### config.mk
export PLATFORM = sky130hd
export DESIGN_NAME = rr_arbiter_lock
export DESIGN_NICKNAME = d
export VERILOG_FILES = /design/src/rtl/arb_pkg.sv /design/src/rtl/rr_pick.sv /design/src/rtl/rr_arbiter_lock.sv
export SDC_FILE = /design/constraint.sdc
export NUM_CORES = 1
export LEC_CHECK = 0
export ABC_AREA = 1
export ABC_CLOCK_PERIOD_IN_PS = 3470
export BUFFER_PORTS_ARGS = -buffer_cell sky130_fd_sc_hd__buf_2
export CAP_MARGIN = 20
export CORE_AREA = 5 5 42 44
export CTS_BUF_LIST = sky130_fd_sc_hd__clkbuf_4 sky130_fd_sc_hd__clkbuf_8 sky130_fd_sc_hd__clkbuf_16
export CTS_CLUSTER_DIAMETER = 100
export DETAILED_ROUTE_END_ITERATION = 8
export DIE_AREA = 0 0 47 49
export SYNTH_ARGS = -nofsm -noshare
export SYNTH_HDL_FRONTEND = slang
export SYNTH_SLANG_ARGS = --single-unit
### constraint.sdc
create_clock -name clk -period 3.47 [get_ports clk]
set_clock_uncertainty 0.05 [all_clocks]
set_input_delay 1.041 -clock clk [delete_from_list [all_inputs] [get_ports clk]]
set_output_delay 1.041 -clock clk [all_outputs]
set_load 0.1 [all_outputs]
### src/rtl/arb_pkg.sv
// -----------------------------------------------------------------------------
// arb_pkg -- shared definitions for the round-robin arbiter family.
//
// Contents:
//   ARB_MAX_N    upper bound on the number of requesters (32)
//   arb_state_e  arbiter FSM states: IDLE (no owner), LOCKED (one owner)
//   onehot2bin   one-hot (up to ARB_MAX_N bits) to binary index
//
// Optional feature macro used by the arbiter top: ARB_BURST_LIMIT_EN
// -----------------------------------------------------------------------------
package arb_pkg;

    localparam int ARB_MAX_N  = 32;
    localparam int ARB_IDX_W  = $clog2(ARB_MAX_N);

    typedef enum logic [0:0] {
        IDLE   = 1'b0,
        LOCKED = 1'b1
    } arb_state_e;

    // OR-reduce the index of every set bit; exact for one-hot or zero input.
    function automatic logic [ARB_IDX_W-1:0] onehot2bin(input logic [ARB_MAX_N-1:0] oh);
        logic [ARB_IDX_W-1:0] idx;
        idx = {ARB_IDX_W{1'b0}};
        for (int i = 0; i < ARB_MAX_N; i++) begin
            idx = idx | (oh[i] ? ARB_IDX_W'(i) : {ARB_IDX_W{1'b0}});
        end
        return idx;
    endfunction

endpackage

### src/rtl/rr_pick.sv
// -----------------------------------------------------------------------------
// rr_pick -- combinational round-robin pick.
//
// Returns the first set bit of req at or after index ptr+1, wrapping modulo N,
// as a one-hot vector. Uses a masked double-width priority search: the lower
// half holds only requests strictly above ptr, the upper half holds all
// requests, so the lowest set bit of the concatenation is the wrapped winner.
//
// Ports:
//   req   in  N   request vector
//   ptr   in  IW  index of the most recent owner (lowest priority)
//   pick  out N   one-hot winner, zero when req is zero
//   any   out 1   at least one request is present
// -----------------------------------------------------------------------------
module rr_pick
    import arb_pkg::*;
#(
    parameter int N  = 4,
    parameter int IW = (N > 1) ? $clog2(N) : 1
) (
    input  logic [N-1:0]  req,
    input  logic [IW-1:0] ptr,
    output logic [N-1:0]  pick,
    output logic          any
);

    logic [N-1:0]   w_mask;
    logic [2*N-1:0] w_dbl;
    logic [2*N-1:0] w_first;
    logic           w_found;

    // Masked double-width lowest-set-bit search, folded back to N bits.
    always_comb begin
        w_mask  = {N{1'b0}};
        w_first = {(2*N){1'b0}};
        w_found = 1'b0;
        for (int i = 0; i < N; i++) begin
            w_mask[i] = (i > int'(ptr));
        end
        w_dbl = {req, req & w_mask};
        for (int j = 0; j < 2*N; j++) begin
            w_first[j] = w_dbl[j] & ~w_found;
            w_found    = w_found | w_dbl[j];
        end
        pick = w_first[N-1:0] | w_first[2*N-1:N];
        any  = |req;
    end

endmodule

### src/rtl/rr_arbiter_lock.sv
// -----------------------------------------------------------------------------
// rr_arbiter_lock -- round-robin arbiter with transaction locking.
//
// The grant stays with its owner until a release event (ack & last, the owner
// dropping req, or an optional burst-limit forced release). On release the
// arbiter re-arbitrates in the same cycle, so handover has no idle bubble.
// The pointer holds the last owner, which makes it lowest priority next time.
//
// Optional feature: define ARB_BURST_LIMIT_EN to add a beat counter that
// forces a release after MAX_BURST accepted beats. Without it MAX_BURST has
// no effect.
//
// Ports:
//   clk        in  1   clock, rising edge
//   rst        in  1   synchronous active-high reset
//   req        in  N   per-requester request level
//   ack        in  1   downstream accepted one beat from the owner
//   last       in  1   qualifies ack as the owner's final beat
//   grant      out N   registered one-hot grant, zero when idle
//   grant_idx  out IW  binary owner index, zero when idle
//   grant_vld  out 1   a grant is held
// -----------------------------------------------------------------------------
module rr_arbiter_lock
    import arb_pkg::*;
#(
    parameter int  N         = 4,
    parameter int  MAX_BURST = 16,
    localparam int IW        = (N > 1) ? $clog2(N) : 1
) (
    input  logic          clk,
    input  logic          rst,
    input  logic [N-1:0]  req,
    input  logic          ack,
    input  logic          last,
    output logic [N-1:0]  grant,
    output logic [IW-1:0] grant_idx,
    output logic          grant_vld
);

    arb_state_e    r_state;
    logic [IW-1:0] r_ptr;
    logic [N-1:0]  r_grant;
    logic [IW-1:0] r_grant_idx;
    logic          r_grant_vld;

    arb_state_e    w_nxt_state;
    logic [IW-1:0] w_nxt_ptr;
    logic [N-1:0]  w_nxt_grant;
    logic [N-1:0]  w_pick;
    logic [IW-1:0] w_pick_idx;
    logic          w_any;
    logic          w_owner_req;
    logic          w_force;
    logic          w_release;
    logic          w_arb;

    rr_pick #(
        .N  (N),
        .IW (IW)
    ) u_pick (
        .req  (req),
        .ptr  (r_ptr),
        .pick (w_pick),
        .any  (w_any)
    );

    assign w_pick_idx  = IW'(onehot2bin(ARB_MAX_N'(w_pick)));
    assign w_owner_req = |(req & r_grant);

    // Ack & last and an owner abort in the same cycle collapse into one
    // release, so the pointer advances only once.
    assign w_release = (ack & last) | ~w_owner_req | w_force;

`ifdef ARB_BURST_LIMIT_EN
    localparam int CW = $clog2(MAX_BURST + 1);

    logic [CW-1:0] r_beat_cnt;

    // The ack that completes beat MAX_BURST is itself the forced release.
    assign w_force = (r_state == LOCKED) && ack && (r_beat_cnt == CW'(MAX_BURST - 1));

    // Beat counter: cleared on every arbitration, counts acks while locked.
    always_ff @(posedge clk) begin
        if (rst) begin
            r_beat_cnt <= {CW{1'b0}};
        end else if (w_arb) begin
            r_beat_cnt <= {CW{1'b0}};
        end else if ((r_state == LOCKED) && ack) begin
            r_beat_cnt <= r_beat_cnt + CW'(1);
        end else begin
            r_beat_cnt <= r_beat_cnt;
        end
    end
`else
    // No burst limit: MAX_BURST is referenced only to keep the parameter live.
    assign w_force = (MAX_BURST > 0) ? 1'b0 : 1'b0;
`endif

    // Next-state logic: arbitrate from IDLE, or on a release while LOCKED.
    always_comb begin
        w_nxt_state = r_state;
        w_nxt_ptr   = r_ptr;
        w_nxt_grant = r_grant;
        w_arb       = 1'b0;
        case (r_state)
            IDLE: begin
                if (w_any) begin
                    w_nxt_state = LOCKED;
                    w_nxt_grant = w_pick;
                    w_nxt_ptr   = w_pick_idx;
                    w_arb       = 1'b1;
                end else begin
                    w_nxt_state = IDLE;
                end
            end
            LOCKED: begin
                if (w_release) begin
                    w_arb = 1'b1;
                    if (w_any) begin
                        w_nxt_state = LOCKED;
                        w_nxt_grant = w_pick;
                        w_nxt_ptr   = w_pick_idx;
                    end else begin
                        w_nxt_state = IDLE;
                        w_nxt_grant = {N{1'b0}};
                    end
                end else begin
                    w_nxt_state = LOCKED;
                end
            end
            default: begin
                w_nxt_state = IDLE;
                w_nxt_grant = {N{1'b0}};
                w_nxt_ptr   = IW'(N - 1);
            end
        endcase
    end

    // State, pointer and registered grant outputs.
    always_ff @(posedge clk) begin
        if (rst) begin
            r_state     <= IDLE;
            r_ptr       <= IW'(N - 1);
            r_grant     <= {N{1'b0}};
            r_grant_idx <= {IW{1'b0}};
            r_grant_vld <= 1'b0;
        end else begin
            r_state     <= w_nxt_state;
            r_ptr       <= w_nxt_ptr;
            r_grant     <= w_nxt_grant;
            r_grant_idx <= IW'(onehot2bin(ARB_MAX_N'(w_nxt_grant)));
            r_grant_vld <= |w_nxt_grant;
        end
    end

    assign grant     = r_grant;
    assign grant_idx = r_grant_idx;
    assign grant_vld = r_grant_vld;

endmodule

==> results of run 1 <==
==> power by group through the flow <==
stage | logic, uW | registers (uW) | clock network, uW
global route | 177 | 142 | 110
CTS | 166 | 141 | 104
finish | 165 | 140 | 101
detailed placement | 166 | 143 | 0
floorplan | 47.3 | 234 | 0
global placement | 166 | 144 | 0
==> Yosys cell counts <==
cell and instances:
sky130_fd_sc_hd__nand3_1 6, sky130_fd_sc_hd__nand2_1 22, sky130_fd_sc_hd__dfxtp_1 10, sky130_fd_sc_hd__nor2_2 2, sky130_fd_sc_hd__nand4_1 2, sky130_fd_sc_hd__o22ai_1 1, sky130_fd_sc_hd__nor2_1 5, sky130_fd_sc_hd__inv_2 1
sky130_fd_sc_hd__a21oi_1 5, sky130_fd_sc_hd__inv_1 11, sky130_fd_sc_hd__nand3_2 1, sky130_fd_sc_hd__o2111ai_1 1, sky130_fd_sc_hd__a21oi_4 1, sky130_fd_sc_hd__o21bai_1 2, sky130_fd_sc_hd__nand2_2 3
==> through the flow <==
stage	utilization	instances
2_1_floorplan	-	73
3_3_place_gp	0.4223	103
3_5_place_dp	0.4223	103
4_1_cts	0.4482	107
5_1_grt	0.4482	107
6_report	0.4482	107
==> worst min-delay path by stage <==
stage	to	cells after the start	from
6_report	grant[0]	2	grant[0]
5_1_grt	grant[0]	2	grant[0]
4_1_cts	grant[0]	2	grant[0]
3_5_place_dp	grant[0]	2	grant[0]
3_3_place_gp	grant[0]	2	grant[0]
2_1_floorplan	r_ptr[0]	2	r_ptr[0]
==> logic make-up (layout without fill, tap and decap cells) <==
family	after synthesis	in the layout	share of synthesized area
and+or+nand+nor	41	41	0.3691
AOI/OAI and AO/OA	10	10	0.1421
buffers and inverters	12	30	0.08977
DFF	10	10	0.3990
==> worst min-delay path: stages (launching register included) <==
cell	delay, ns
sky130_fd_sc_hd__dfxtp_1	0.32
sky130_fd_sc_hd__nand2_1	0.08
sky130_fd_sc_hd__a21oi_1	0.06
==> per-layer routing <==
metal  GRT usage  vias to the layer above
li1            -                      269
met1      0.1195                      210
met2      0.1448                       12
met3     0.04059                        2
met4     0.05530                        0
met5           0                        -
==> registers in the layout (all words and copies together) (netlist names) <==
register and flops:
grant_idx 2, r_state 1, grant 4, r_ptr 2, grant_vld 1
==> layout make-up <==
class | instances | area, sq um
Inverter | 12 | 45.04
Clock buffer | 4 | 36.28
Tap cell | 16 | 20.02
Sequential cell | 10 | 200.2
Multi-Input combinational cell | 51 | 256.5
Fill cell | 166 | 773.2
Timing Repair Buffer | 14 | 70.07
==> impl_metrics.json, run 1 <==
{
  "outcome": "finished, final reports clean",
  "synth_top_cell_area_share": 0.3990,
  "critical_path_depth": 1,
  "global_route.usage.total": 0.09951,
  "global_route.overflow_total": 0,
  "number_of_remaining_drc_errors": 0,
  "gp_congestion": 0.8074,
  "cap_violations": 0,
  "drt-pass1-iter-count": 4,
  "netlist.top_cell.by_area": "sky130_fd_sc_hd__dfxtp_1",
  "timing.setup.critical_path_class": "flop to output pin",
  "synth.avg_cell_area_sq_um": 6.873,
  "synth.yosys.warnings": 0,
  "number_of_global_route_vias_before_repair": 445,
  "netlist_area_sq_um": 501.7,
  "worst-endpoint-arrival_ns": 1.07,
  "post_dp_cell_area_sq_um": 591.8,
  "worst_slew_margin_rel": 0.6753,
  "design.core.area_sq_um": 1401,
  "ant_diodes": 0,
  "worst_setup_path_startpoint": "grant[3]",
  "clock_tree_from_tritoncts": "built",
  "syn-num-nets": 81,
  "reg2regPathDepth": 9,
  "fp.dieArea_sq_um": 2303,
  "synth_top_area_cells": "sky130_fd_sc_hd__dfxtp_1 (40%), sky130_fd_sc_hd__nand2_1 (16%), sky130_fd_sc_hd__inv_1 (8.2%)",
  "r2r-end": "grant_vld",
  "drt-total-wl_microns": 1011,
  "totalPowerFinal_uw": 406.9,
  "fin_hold_ws_ns": 0.4621,
  "worstPathMaxFanout": 3,
  "sequential_group_share_of_total_power": 0.345,
  "ioPinCount": 15,
  "power.internal_uw": 227.7,
  "ordered_cell_list_for_the_critical_path": "buf_2",
  "met1_routed_length_microns": 474,
  "worst_setup_path_end": "grant[3]",
  "htree_num_levels": 1,
  "post_synth_num_cell_types": 15,
  "cts_num_sinks": 10,
  "largest_net_degree_at_the_start_of_global_routing": 7,
  "timing_hold_violations_final": 0,
  "power.static_leakage_uw": 0.0003505,
  "die-width_microns": 47,
  "cts.clk_slew.worst_paths_ns": 0.06,
  "worst-endpoint-required_ns": 2.38,
  "dieHeight_microns": 49,
  "most-common-layout-cells": "sky130_fd_sc_hd__nand2_1 (22), sky130_fd_sc_hd__buf_2 (14), sky130_fd_sc_hd__inv_1 (11), sky130_fd_sc_hd__dfxtp_1 (10), sky130_fd_sc_hd__nand3_1 (6)",
  "route.detailed.wl_per_inst_microns": 9.449,
  "cts_setup_buffers": 0,
  "cts_root_buf": "sky130_fd_sc_hd__clkbuf_4",
  "power.ir.vdd_worst_v": 0.0002945,
  "clock_latency_ns": 0.26,
  "detail_route.vias_per_cell": 4.607,
  "end_kind": "output pin",
  "cts-root-to-sink-buffers": 2,
  "setup_tns_ns": 0,
  "report.final.slew_viol_count": 0,
  "min_period_over_period": 0.6216,
  "post-dp-hpwl_microns": 859.4,
  "worst_setup_path_start_kind": "flop",
  "cp_peak_stage_delay_ns": 0.44,
  "layout-area-overhead-vs-synth_pct": 25.19,
  "yosys_register_bits": 10,
  "top_signal_layer_used": "met4",
  "timing.final.setup_violations": 0,
  "wire_length_of_the_first_global_routing_pass_microns": 1676,
  "fp_rows": 14,
  "netlist_instances": 73,
  "swShare": 0.4403,
  "hold_path_class": "flop to flop",
  "ctsResizeCount": 0,
  "regToRegStartpoint": "r_state",
  "clock_power_share": 0.249,
  "cellPowerDensity_nw_per_um2": 647.9,
  "cts_inserted_buffers": 3,
  "unrepaired_setup_endpoints_after_global_routing": "false",
  "grt_antenna_before_repair": 0,
  "layout_commonest_cell": "sky130_fd_sc_hd__nand2_1",
  "start_util": 0.3580,
  "antenna_left": 0,
  "finalWorstPathRequiredPeriod_ns": 2.157,
  "setup_slack_of_the_most_critical_reg_to_reg_path_ns": 2.17,
  "finish.net_count": 100,
  "setup_slack_ns": 1.313,
  "detail_route.iter0.violations": 4,
  "worst_slack_placed_ns": 1.349,
  "vias": 493,
  "tightest_slew_ns": 0.4904,
  "io_buffers": 14,
  "slowest_stage": "sky130_fd_sc_hd__buf_2",
  "met2_wirelength_microns": 454,
  "netSwitchingPower_uw": 179.2,
  "wl_met3_microns": 74,
  "worst_path_dominant_cell_family": "buffers and inverters",
  "worstPathBufferInverterCount": 1,
  "comb_power_share": 0.406,
  "max_freq_mhz": 463.6,
  "synth.yosys.seq_area_share": 0.3990,
  "cts-hold-fix-buffers": 0,
  "drive_gt1_frac": 0.2857,
  "finalInstanceArea_sq_um": 628.1
}
Note: power is estimated with default switching activity, not from simulation.
==> inputs of run 2 (changes only) <==
--- a/config.mk
+++ b/config.mk
@@ -6,7 +6,7 @@
 export NUM_CORES = 1
 export LEC_CHECK = 0
 export ABC_AREA = 1
-export ABC_CLOCK_PERIOD_IN_PS = 3470
+export ABC_CLOCK_PERIOD_IN_PS = 1820
 export BUFFER_PORTS_ARGS = -buffer_cell sky130_fd_sc_hd__buf_2
 export CAP_MARGIN = 20
 export CORE_AREA = 5 5 42 44
==> constraint.sdc (replaced) <==
create_clock -name clk -period 1.82 [get_ports clk]
set_clock_uncertainty 0.05 [all_clocks]
set_input_delay 0.546 -clock clk [delete_from_list [all_inputs] [get_ports clk]]
set_output_delay 0.546 -clock clk [all_outputs]
set_load 0.1 [all_outputs]
==> impl_metrics.json, run 2 (synthesis results as in run 1) <==
{
  "outcome": "finished, final reports clean",
  "end_kind": "output pin",
  "io_buffers": 14,
  "setup_slack_ns": 0.1793,
  "fillers": 158,
  "largest_net_degree_at_the_start_of_global_routing": 7,
  "ctsResizeCount": 0,
  "worstPathBufferInverterCount": 1,
  "cts-hold-fix-buffers": 0,
  "number_of_remaining_drc_errors": 0,
  "tightest_slew_ns": 0.4899,
  "timing_hold_violations_final": 0,
  "worst_slack_placed_ns": 0.1721,
  "clock_tree_from_tritoncts": "built",
  "gp_congestion": 0.7403,
  "cp_peak_stage_delay_ns": 0.43,
  "most-common-layout-cells": "sky130_fd_sc_hd__nand2_1 (22), sky130_fd_sc_hd__buf_2 (14), sky130_fd_sc_hd__inv_1 (11), sky130_fd_sc_hd__nand3_1 (6), sky130_fd_sc_hd__dfxtp_1 (6)",
  "route.detailed.wl_per_inst_microns": 9.925,
  "cts_num_sinks": 10,
  "cellPowerDensity_nw_per_um2": 1232,
  "clock_latency_ns": 0.26,
  "ant_diodes": 0,
  "power.ir.vdd_worst_v": 0.0005029,
  "drt-pass1-iter-count": 4,
  "post-dp-hpwl_microns": 872.4,
  "vias": 537,
  "unrepaired_setup_endpoints_after_global_routing": "false",
  "cts_setup_buffers": 0,
  "cts_root_buf": "sky130_fd_sc_hd__clkbuf_4",
  "layout_commonest_cell": "sky130_fd_sc_hd__nand2_1",
  "drive_gt1_frac": 0.3297,
  "largest_reg_flops": 4,
  "cts_inserted_buffers": 3,
  "setup_slack_of_the_most_critical_reg_to_reg_path_ns": 0.48,
  "fp.dieArea_sq_um": 2303,
  "cts-root-to-sink-buffers": 2,
  "grt_antenna_before_repair": 0,
  "max_freq_mhz": 609.5,
  "antenna_left": 0,
  "htree_num_levels": 1,
  "ordered_cell_list_for_the_critical_path": "buf_2",
  "global_route.overflow_total": 0,
  "worst-endpoint-required_ns": 1.22,
  "worstPathMaxFanout": 3,
  "timing.setup.critical_path_class": "flop to output pin",
  "design.core.area_sq_um": 1401,
  "drt-total-wl_microns": 1062,
  "number_of_global_route_vias_before_repair": 480,
  "power.static_leakage_uw": 0.0003521,
  "die-width_microns": 47,
  "cap_violations": 0,
  "detail_route.iter0.violations": 19,
  "min_period_over_period": 0.9015,
  "worst_slew_margin_rel": 0.6757,
  "ioPinCount": 15,
  "fp_rows": 14,
  "global_route.usage.total": 0.1129,
  "finalWorstPathRequiredPeriod_ns": 1.641,
  "wire_length_of_the_first_global_routing_pass_microns": 1883,
  "worst_path_dominant_cell_family": "buffers and inverters",
  "finish.net_count": 100,
  "cts.clk_slew.worst_paths_ns": 0.06,
  "start_util": 0.3580,
  "slowest_stage": "sky130_fd_sc_hd__buf_2",
  "detail_route.vias_per_cell": 5.019,
  "timing.final.setup_violations": 0,
  "worst-endpoint-arrival_ns": 1.04,
  "layout-area-overhead-vs-synth_pct": 26.18,
  "hold_path_class": "flop to flop",
  "report.final.slew_viol_count": 0,
  "worst_setup_path_start_kind": "flop",
  "setup_tns_ns": 0,
  "dieHeight_microns": 49
}
## run 2: cell count changes in the layout (fill, tap and decap cells not counted)
cell | before | now
sky130_fd_sc_hd__dfxtp_2 | 0 | 4
sky130_fd_sc_hd__dfxtp_1 | 10 | 6
## run 2: final cells by class
| cell class | instances | area [sq um] | share of cell area |
|---|---|---|---|
| Clock buffer | 4 | 36.28 | 0.05731 |
| Inverter | 12 | 45.04 | 0.07115 |
| Multi-Input combinational cell | 51 | 256.5 | 0.4051 |
| Sequential cell | 10 | 205.2 | 0.3241 |
| Tap cell | 16 | 20.02 | 0.03162 |
| Timing Repair Buffer | 14 | 70.07 | 0.1107 |
## run 2: final timing paths
kind | from | end | cells past startpoint
hold reg to reg | grant[0] | grant[0] | 2
setup reg to reg | r_ptr[0] | grant_vld | 8
hold / removal | grant[0] | grant[0] | 2
setup / recovery | grant[3] | grant[3] | 1
## run 2: stage by stage
step / utilization / area [sq um] / hold slack, ns / total power (uW) / cells
2_1_floorplan: - / 506.7 / 0.4356 / 538.2 / 73
3_3_place_gp: 0.4259 / 596.8 / 0.4373 / 593.4 / 103
3_5_place_dp: 0.4259 / 596.8 / 0.4373 / 594.1 / 103
4_1_cts: 0.4518 / 633.1 / 0.4470 / 792.4 / 107
5_1_grt: 0.4518 / 633.1 / 0.4741 / 829.3 / 107
6_report: 0.4518 / 633.1 / 0.4434 / 780.1 / 107
## run 2: layer usage
metal / up-vias / global-route usage / share of wire
met4: 0 / 0.05530 / 0.0056
met1: 244 / 0.1438 / 0.45
met2: 20 / 0.1674 / 0.47
met3: 2 / 0.03321 / 0.066
met5: - / 0 / 0
li1: 271 / - / -
## run 2: power by group
part / switching, uW / internal [uW]
sequential: 16.6 / 255
combinational: 256 / 60.6
clock: 71.4 / 121
==> inputs of run 3 (changes only) <==
==> constraint.sdc (replaced) <==
create_clock -name clk -period 1.82 [get_ports clk]
set_clock_uncertainty 0.05 [all_clocks]
set_input_delay 0.546 -clock clk [delete_from_list [all_inputs] [get_ports clk]]
set_output_delay 0.546 -clock clk [all_outputs]
set_load 0.02 [all_outputs]
==> impl_metrics.json, run 3 (synthesis results as in run 1) <==
{
  "drt-total-wl_microns": 1019,
  "die-width_microns": 47,
  "largest_reg_flops": 4,
  "wire_length_of_the_first_global_routing_pass_microns": 1656,
  "number_of_remaining_drc_errors": 0,
  "worst-endpoint-required_ns": 1.22,
  "clock_tree_from_tritoncts": "built",
  "drive_gt1_frac": 0.2857,
  "tightest_slew_ns": 0.2006,
  "worst_setup_path_start_kind": "flop",
  "timing.final.setup_violations": 0,
  "setup_tns_ns": 0,
  "vias": 486,
  "design.core.area_sq_um": 1401,
  "timing_hold_violations_final": 0,
  "sequential_cell_area_sq_um": 200.2,
  "grt_antenna_before_repair": 0,
  "ctsResizeCount": 0,
  "timing.setup.critical_path_class": "flop to output pin",
  "finalWorstPathRequiredPeriod_ns": 1.427,
  "cts_num_sinks": 10,
  "worstPathBufferInverterCount": 1,
  "worst-endpoint-arrival_ns": 0.83,
  "layout_commonest_cell": "sky130_fd_sc_hd__nand2_1",
  "finalInstanceArea_sq_um": 628.1,
  "layout-area-overhead-vs-synth_pct": 25.19,
  "max_freq_mhz": 700.9,
  "finish.net_count": 100,
  "detail_route.iter0.violations": 5,
  "min_period_over_period": 0.7839,
  "cts.clk_slew.worst_paths_ns": 0.06,
  "number_of_global_route_vias_before_repair": 431,
  "cts-root-to-sink-buffers": 2,
  "outcome": "finished, final reports clean",
  "fp_rows": 14,
  "dieHeight_microns": 49,
  "fillers": 159,
  "cellPowerDensity_nw_per_um2": 1011,
  "ordered_cell_list_for_the_critical_path": "buf_2",
  "power.ir.vdd_worst_v": 0.0004497,
  "end_kind": "output pin",
  "cts_setup_buffers": 0,
  "ant_diodes": 0,
  "worst_slew_margin_rel": 0.8659,
  "unrepaired_setup_endpoints_after_global_routing": "false",
  "gp_congestion": 0.7957,
  "cts_root_buf": "sky130_fd_sc_hd__clkbuf_4",
  "cp_peak_stage_delay_ns": 0.38,
  "global_route.usage.total": 0.1032,
  "drt-pass1-iter-count": 4,
  "cts_inserted_buffers": 3,
  "global_route.overflow_total": 0,
  "ioPinCount": 15,
  "combined_area_of_the_multi_input_logic_cells_sq_um": 256.5,
  "power.static_leakage_uw": 0.0003505,
  "post_dp_cell_area_sq_um": 591.8,
  "start_util": 0.3580,
  "worst_path_dominant_cell_family": "flip-flops",
  "largest_net_degree_at_the_start_of_global_routing": 7,
  "report.final.slew_viol_count": 0,
  "post-dp-hpwl_microns": 887.5,
  "cap_violations": 0,
  "cts-hold-fix-buffers": 0,
  "worstPathMaxFanout": 3,
  "io_buffers": 14,
  "slowest_stage": "sky130_fd_sc_hd__dfxtp_1",
  "detail_route.vias_per_cell": 4.542,
  "antenna_left": 0,
  "most-common-layout-cells": "sky130_fd_sc_hd__nand2_1 (22), sky130_fd_sc_hd__buf_2 (14), sky130_fd_sc_hd__inv_1 (11), sky130_fd_sc_hd__dfxtp_1 (10), sky130_fd_sc_hd__nand3_1 (6)",
  "hold_path_class": "flop to flop",
  "clock_latency_ns": 0.26,
  "htree_num_levels": 1,
  "route.detailed.wl_per_inst_microns": 9.523,
  "fp.dieArea_sq_um": 2303
}
[run 3: cell counts in the layout (fill, tap and decap cells not counted)]
No cell type changed its count.
[run 3: final timing paths]
| kind | cells after the start | to | slack (ns) | from |
|---|---|---|---|---|
| setup reg to reg | 8 | grant_vld | 0.49 | r_ptr[0] |
| hold / removal | 2 | grant[0] | 0.45 | grant[0] |
| setup / recovery | 1 | grant[3] | 0.39 | grant[3] |
| hold reg to reg | 2 | grant[0] | 0.45 | grant[0] |
[run 3: worst min-delay path, delay by kind of cell, from the launching register on]
family	cells	cell delay (ns)
compound gates	1	0.06
flops	1	0.32
simple gates	1	0.08
[run 3: cell type report]
type,count,share of cell area
clock buffer,4,0.05777
inverter,12,0.07171
multi-input combinational,51,0.4084
sequential,10,0.3187
tap,16,0.03187
timing repair buffer,14,0.1116
[run 3: layer usage]
layer | vias up | global-route usage | wire, microns
li1 | 267 | - | -
met4 | 0 | 0.08295 | 24
met5 | - | 0 | 0
met1 | 205 | 0.1244 | 489
met2 | 10 | 0.1425 | 457
met3 | 4 | 0.03321 | 48
[run 3: per-stage QoR]
stage	total power (uW)	util	hold WS (ns)	setup WS [ns]	std cells
floorplan	392.7	-	0.4356	0.4315	73
global placement	446.8	0.4223	0.4507	0.1795	103
detailed placement	447.6	0.4223	0.4520	0.1861	103
CTS	646.0	0.4482	0.4604	0.3929	107
global route	681.9	0.4482	0.4889	0.3689	107
finish	635.0	0.4482	0.4538	0.3933	107
[run 3: where the power goes]
group / leakage [uW] / switching [uW] / total, uW / internal [uW]
clock network: 0.0000210 / 73.9 / 195 / 121
logic: 0.000246 / 109 / 170 / 60.8
registers: 0.0000830 / 17.0 / 269 / 252
